`src/rtl/scan_risk_loader.sv`:
```
`default_nettype none
// ============================================================================
// Module   : scan_risk_loader
// Brief    : Collects up to eight position beats per portfolio, holds them
//            stable for the risk core, then captures the scanning-risk result.
// Revision : 1.0 - initial release
// ============================================================================
module scan_risk_loader #(
    parameter int SETTLE_CYCLES = 2
) (
    input  logic        clk,
    input  logic        reset,
    input  logic        in_valid,
    output logic        in_ready,
    input  logic [2:0]  in_index,
    input  logic [7:0]  in_pos,
    input  logic [15:0] in_range,
    input  logic        in_last,
    output logic [2:0]  numberOfIntrument,
    output logic [15:0] PriceScanRange,
    output logic [7:0]  pos0,
    output logic [7:0]  pos1,
    output logic [7:0]  pos2,
    output logic [7:0]  pos3,
    output logic [7:0]  pos4,
    output logic [7:0]  pos5,
    output logic [7:0]  pos6,
    output logic [7:0]  pos7,
    input  logic [31:0] scanningRisk,
    output logic        res_valid,
    input  logic        res_ready,
    output logic [31:0] res_risk,
    output logic        res_ovf
);

    typedef enum logic [1:0] {
        S_IDLE   = 2'd0,
        S_LOAD   = 2'd1,
        S_SETTLE = 2'd2,
        S_RESULT = 2'd3
    } state_t;

    localparam logic [3:0] c_settle_last = 4'(SETTLE_CYCLES - 1);
    localparam logic [3:0] c_count_max   = 4'd8;

    state_t      r_state;
    logic [7:0]  r_pos [0:7];
    logic [15:0] r_range;
    logic [3:0]  r_count;
    logic        r_ovf;
    logic [3:0]  r_settle;
    logic [31:0] r_risk;
    logic        r_res_ovf;
    logic        r_res_valid;

    always_ff @(posedge clk or posedge reset) begin
        if (reset) begin
            r_state     <= S_IDLE;
            for (int i = 0; i < 8; i++) r_pos[i] <= '0;
            r_range     <= '0;
            r_count     <= '0;
            r_ovf       <= 1'b0;
            r_settle    <= '0;
            r_risk      <= '0;
            r_res_ovf   <= 1'b0;
            r_res_valid <= 1'b0;
        end else begin
            case (r_state)
                S_IDLE: begin
                    if (in_valid) begin
                        // Later assignment to the addressed slot wins over the clear.
                        for (int i = 0; i < 8; i++) r_pos[i] <= '0;
                        r_pos[in_index] <= in_pos;
                        r_range         <= in_range;
                        r_count         <= 4'd1;
                        r_ovf           <= 1'b0;
                        r_settle        <= '0;
                        r_state         <= in_last ? S_SETTLE : S_LOAD;
                    end
                end
                S_LOAD: begin
                    if (in_valid) begin
                        r_pos[in_index] <= in_pos;
                        if (r_count == c_count_max) r_ovf <= 1'b1;
                        else                        r_count <= r_count + 4'd1;
                        r_settle <= '0;
                        if (in_last) r_state <= S_SETTLE;
                    end
                end
                S_SETTLE: begin
                    if (r_settle == c_settle_last) begin
                        r_risk      <= scanningRisk;
                        r_res_ovf   <= r_ovf;
                        r_res_valid <= 1'b1;
                        r_state     <= S_RESULT;
                    end else begin
                        r_settle <= r_settle + 4'd1;
                    end
                end
                S_RESULT: begin
                    if (res_ready) begin
                        r_res_valid <= 1'b0;
                        r_state     <= S_IDLE;
                    end
                end
                default: r_state <= S_IDLE;
            endcase
        end
    end

    assign in_ready          = (r_state == S_IDLE) || (r_state == S_LOAD);
    // Count saturates at 8, so count-1 never exceeds 7.
    assign numberOfIntrument = (r_count == 4'd0) ? 3'd0 : 3'(r_count - 4'd1);
    assign PriceScanRange    = r_range;
    assign pos0              = r_pos[0];
    assign pos1              = r_pos[1];
    assign pos2              = r_pos[2];
    assign pos3              = r_pos[3];
    assign pos4              = r_pos[4];
    assign pos5              = r_pos[5];
    assign pos6              = r_pos[6];
    assign pos7              = r_pos[7];
    assign res_valid         = r_res_valid;
    assign res_risk          = r_risk;
    assign res_ovf           = r_res_ovf;

endmodule
`default_nettype wire

```
`config.mk`:
```
export PLATFORM = sky130hd
export DESIGN_NAME = scan_risk_loader
export DESIGN_NICKNAME = d
export VERILOG_FILES = /design/src/rtl/scan_risk_loader.sv
export SDC_FILE = /design/constraint.sdc
export NUM_CORES = 1
export LEC_CHECK = 0
export ABC_AREA = 1
export BUFFER_PORTS_ARGS = -buffer_cell sky130_fd_sc_hd__buf_2
export CAP_MARGIN = 25
export CORE_MARGIN = 1
export CORE_UTILIZATION = 50
export DETAILED_ROUTE_END_ITERATION = 6
export PLACE_DENSITY = 0.87
export SYNTH_ARGS = -nofsm -noshare
export SYNTH_HDL_FRONTEND = slang
export SYNTH_SLANG_ARGS = --single-unit
export TNS_END_PERCENT = 1
```
`constraint.sdc`:
```
create_clock -name clk -period 4.25 [get_ports clk]
set_clock_uncertainty 0.2 [all_clocks]
set_input_delay 0.2125 -clock clk [delete_from_list [all_inputs] [get_ports clk]]
set_output_delay 0.2125 -clock clk [all_outputs]
set_load 0.005 [all_outputs]
```
Word level (Yosys, flattened, before mapping):

Index checks and enable logic that the tools add are counted.

* output and inout port bits: 118
* register bits: 125
* logic and storage cells: 81
* bits of input ports: 64

* add/sub/neg operators: 3
* equal/unequal tests: 14
* reduce and logical (&&, ||, !) cells: 16
* bitwise logic cells: 2
* multiplexer cells: 28
* order comparisons: 2

Operators by type and width (count)
* $mux 64: 2
* $pmux 64 s2: 1
* $and 64x64->64: 1
* $bwmux 64: 1
* $demux 8 s3: 1
* $mux 4: 5
* $ne 2x2->1 const B: 8
* $pmux 4 s2: 2
* $mux 2: 6
* $reduce_and 3->1: 3
* $add 4x1->4 const B: 2
* $mux 8: 1
* $pmux 2 s4: 1
* $reduce_and 4->1: 2
* $reduce_bool 2->1: 3
* $mux 1: 5
* $reduce_and 5->1: 1
* $eq 2x2->1 const B: 2
* $eq 4x1->1 const B: 1
* $eq 4x4->1 const B: 1
* $ge 4x4->1 const B: 1
* $logic_not 4->1: 1
* $lt 4x1->1 const B: 1
* $not 3->4: 1
* other kinds (10): 12

Longest topological paths before layout:

* depth after elaboration: 8
* mapped depth: 9
* mapped depth without buffers: 9

Worst setup path after synthesis:

OpenSTA, ideal clock, no wires.

* path kind: register -> register
* start point: register r_state[0]
* end point: register r_range[0], in the netlist PriceScanRange[0]
* buffers on the path: 1
* arrival: 1429 ps
* data required time: 3925 ps
* cell stages (with the launch flop): 6
* setup slack: 2496 ps
* clock period less this slack: 1754 ps
* setup time: 125 ps
* path through: dfrtp_1 -> inv_1 -> ha_1 -> nand2_2 -> buf_2 -> mux2_2

* cells in the longest elaborated chain, start to end: 2

Ends and longest elaborated chain
* from (decl): line 46 `state_t r_state;`
* from (signal assigned): line 78 `r_state <= in_last ? S_SETTLE : S_LOAD;`
* $logic_not 2->1: line 68 `case (r_state)`
* $reduce_and 2->1 (no source line)
* to (signal assigned): line 74 `r_range <= in_range;`
* to (decl): line 48 `logic [15:0] r_range;`

No other way between the ends.
A chain may end at the register's enable or synchronous reset.

Worst setup path in the final report:

* start point: register r_state[1]
* end point: register r_pos (netlist bit pos7[0])

* cells in the longest elaborated chain, start to end: 3
* elaborated cells between the ends (all ways): 7
* those cells by class: 3 x eq/ne; 1 x mux; 3 x reduce/logical

Ends and longest elaborated chain
* $eq 2x1->1 or $logic_not 2->1 (tied branches): line 68
* $ne 2x2->1 (no source line) or $reduce_bool 2->1 (tied branches)
* $reduce_and 3->1 (no source line)
* to (signal, indexed assignment): line 73 `r_pos[in_index] <= in_pos;`
* to (signal, indexed assignment): line 83 `r_pos[in_index] <= in_pos;`
* to (decl): line 47 `logic [7:0] r_pos [0:7];`

Parallel ways exist; a longest one is shown, timed or not.

==> results.md <==
* Combinational share of power at 0.317
* Post-CTS Resized at 0
* Layout fillers at 721
* Max-slew violations at 0
* Synthesized Nets at 666
* Area Growth Syn to Fin at 41.1%
* # setup viols final at 0
* Sequential fraction of the synthesis area at 0.578
* Pwr Density at 613 nW/um^2
* CTS H-tree depth at 4
* Syn Area/Cell at 9.16 um^2
* Critical-path cell list: inv_1 > ha_1 > nor2_2 > inv_2 > nand2_2 > nor2_2 > nand2_1 > dlygate4sd3_1 > nand2_1
* Vias in the first global route at 4,964
* Die Area at 11,300 um^2
* Placement row count at 37
* Met1 Routed Length at 5930 um
* Final Non-Filler Cells at 992
* Post-route setup TNS at 0 ns
* Hpwl dp at 8880 um
* DRC Markers at 0
* Wire per inst at 14.9 um
* Critical Path Slowest Stage Cell: ha_1
* Part of the power in registers at 0.394
* Max layer used: met4
* Total Wirelength at 14,800 um
* RSZ-0062 raised after global routing: no
* Setup Fix Bufs, Post-CTS at 0
* Clock power share at 0.289
* GRT overflow at 0
* Maximum clock rate at 0.312 GHz
* Post-Syn Instances at 591
* Min-delay worst type: in2reg
* Yosys reg bits at 125
* Startpoint types: register
* Routed vias at 4,860
* Max-Cap Viols at 0
* Max Fanout on Critical Path at 14
* Post-Syn Area at 5420 um^2
* Max VDD drop at 328 uV
* Largest net degree at the start of global routing at 50
* Initial antenna violation count at 0
* CTS max path bufs at 2
* Root buffer cell: clkbuf_8
* Met3 WL post-DR at 921 um
* Routability cong. at 0.817
* First-pass GRT wire length at 23,800 um
* Num ports at 182
* Placeable Area at 10,400 um^2
* NumNets Final at 918
* Worst Setup End Kind: register
* YS warnings at 0
* Worst slew pin tran at 0.824 ns
* Placed cells at 893
* Slew Limit Headroom at 0.450
* Met2 wire length at 7470 um
* CTS tree: done
* Crit Path Category: reg2reg
* Cts bufs inserted at 17
* Leakage at 4.03 nW
* Antenna Nets Post-Route at 0
* TritonRoute pass-1 iters at 5
* Dpl cell area at 6420 um^2
* Int Power at 3.05 mW
* Clk Latency, worst-skew pair at 0.51 ns
* Die Width at 106 um
* Critical Path AT at 3.46 ns
* Post-CTS Hold Buffers at 67
* Vias per cell at 4.90
* Switching fraction of total power at 0.349
* CTS Sinks at 125
* Starting density of the core at 0.520
* Slowest Stage Delay on Critical Path at 0.70 ns
* Initial DRC count at 259
* # port buffers at 181
* Post-route cell area at 7640 um^2
* Total power at 4.69 mW
* Fin. Hold Viols at 0
* Cell family with most CP delay: simple AND/OR/NAND/NOR gates
* Buf/Inv on CP at 3
* Psw at 1.64 mW
* Total track usage at 0.278
* N_diodes at 0
* Distinct cells, synth at 23
* Worst endpoint required time at 4.50 ns
* Tmin final at 3.21 ns
* WHS at 0.0194 ns
* Status: finished, final reports clean
* Die H at 106 um
* Clock transition at path regs at 0.06 ns
* Part of the cycle the worst path needs at 0.754
* Layout cells sized above 1 at 0.298
-- placed cells by master (no fill, tap or decap) --
cell type and instances:
buf_2 181, nand2_1 163, dfrtp_1 125, inv_1 102
o21ai_0 88, dlygate4sd3_1 67, nor2_1 21, mux2_2 16
clkbuf_16 16, nand3_1 14, ha_1 11, a21oi_4 6
inv_6 5, nor2_2 4, nor2_4 4, nand2_2 4
nand4_1 4, o21ai_1 3, or2_2 3, clkinvlp_4 3
buf_4 3, xnor2_1 2, clkinv_2 2, clkinv_4 2
inv_2 1, nand3_2 1, inv_4 1, clkbuf_8 1
clkbuf_1 1, inv_8 1, bufinv_16 1
-- layer usage --
layer | GRT usage | vias up
li1 | - | 2323
met1 | 0.334 | 2288
met2 | 0.479 | 208
met3 | 0.0638 | 41
met4 | 0.121 | 0
met5 | 0 | -
-- Yosys cell counts --
| cell | count | area, um^2 |
|---|---|---|
| nand2_2 | 4 | 25.0 |
| buf_1 | 8 | 30.0 |
| o21ai_1 | 3 | 15.0 |
| nor2_2 | 4 | 25.0 |
| buf_6 | 3 | 33.8 |
| nand3_1 | 14 | 70.1 |
| mux2_2 | 16 | 180 |
| a21oi_4 | 6 | 97.6 |
| nand4_1 | 4 | 25.0 |
| clkbuf_1 | 4 | 15.0 |
| nor2_1 | 21 | 78.8 |
| inv_2 | 1 | 3.75 |
| nand3_2 | 1 | 10.0 |
| inv_1 | 103 | 387 |
| ha_1 | 11 | 138 |
| nand2_1 | 163 | 612 |
| buf_4 | 2 | 15.0 |
| nor2_4 | 4 | 45.0 |
| xnor2_1 | 2 | 17.5 |
| or2_2 | 3 | 18.8 |
| dfrtp_1 | 125 | 3130 |
| buf_2 | 1 | 5.00 |
| o21ai_0 | 88 | 440 |
-- power by group through the flow --
stage	Clock (mW)	Sequential [mW]	Combinational, mW
after detailed placement	0	1.84	1.42
final	1.35	1.85	1.49
after CTS	1.37	1.84	1.48
after global routing	1.43	1.89	1.67
after floorplan	0	1.87	0.764
after global placement	0	1.83	1.37
-- final timing paths --
kind                                                       to                    from  cells past startpoint  slack [ns]
worst min register to register            pos7[0]$_DFFE_PP0P_     pos7[0]$_DFFE_PP0P_                      2        0.28
worst min-delay path                      pos4[2]$_DFFE_PP0P_             in_index[2]                      5        0.02
min in group asynchronous                 pos3[2]$_DFFE_PP0P_                   reset                      3        0.13
worst max-delay path                      pos7[0]$_DFFE_PP0P_  r_state[1]$_DFFE_PP0P_                      9        1.04
max in group asynchronous       PriceScanRange[5]$_DFFE_PP0P_                   reset                      4        2.74
worst max register to register            pos7[0]$_DFFE_PP0P_  r_state[1]$_DFFE_PP0P_                      9        1.04
-- final cells by class --
class                           instances  area [um^2]  share of cell area
Multi-Input combinational cell        344         1800               0.235
Tap cell                              136          170              0.0223
Clock inverter                         14          135              0.0177
Clock buffer                           18          418              0.0547
Timing Repair Buffer                  251         1600               0.209
Inverter                              104          393              0.0514
Sequential cell                       125         3130               0.409
-- state kept, by name, indices dropped and copies added, names as in the netlist --
signal and count:
res_risk 32, pos3 8, r_ovf 1, pos6 8, r_count 4, pos7 8
PriceScanRange 16, r_settle 4, pos5 8, pos0 8, pos4 8, res_ovf 1
pos2 8, pos1 8, r_state 2, res_valid 1
-- cells by family after synthesis --
kind of cell	Yosys count	synth area share
compound gates	97	0.102
xor+xnor	2	0.00324
fa+ha+maj	11	0.0254
buf+inv	122	0.0903
flops	125	0.578
mux	16	0.0333
simple gates	218	0.168
-- worst register-to-register path: cells and delay by family (launching register included) --
family / cells / cell delay [ns]
AND/OR/NAND/NOR: 5 / 1.03
buffers and inverters: 3 / 0.79
adder cells (fa/ha/maj): 1 / 0.70
flip-flops: 1 / 0.43
-- stage by stage --
stage	setup slack, ns	util
2_1_floorplan	0.510	-
3_3_place_gp	1.58	0.616
3_5_place_dp	1.48	0.616
4_1_cts	1.07	0.734
5_1_grt	0.834	0.734
6_report	1.04	0.734
No activity file was read; power rests on OpenSTA's default activity.
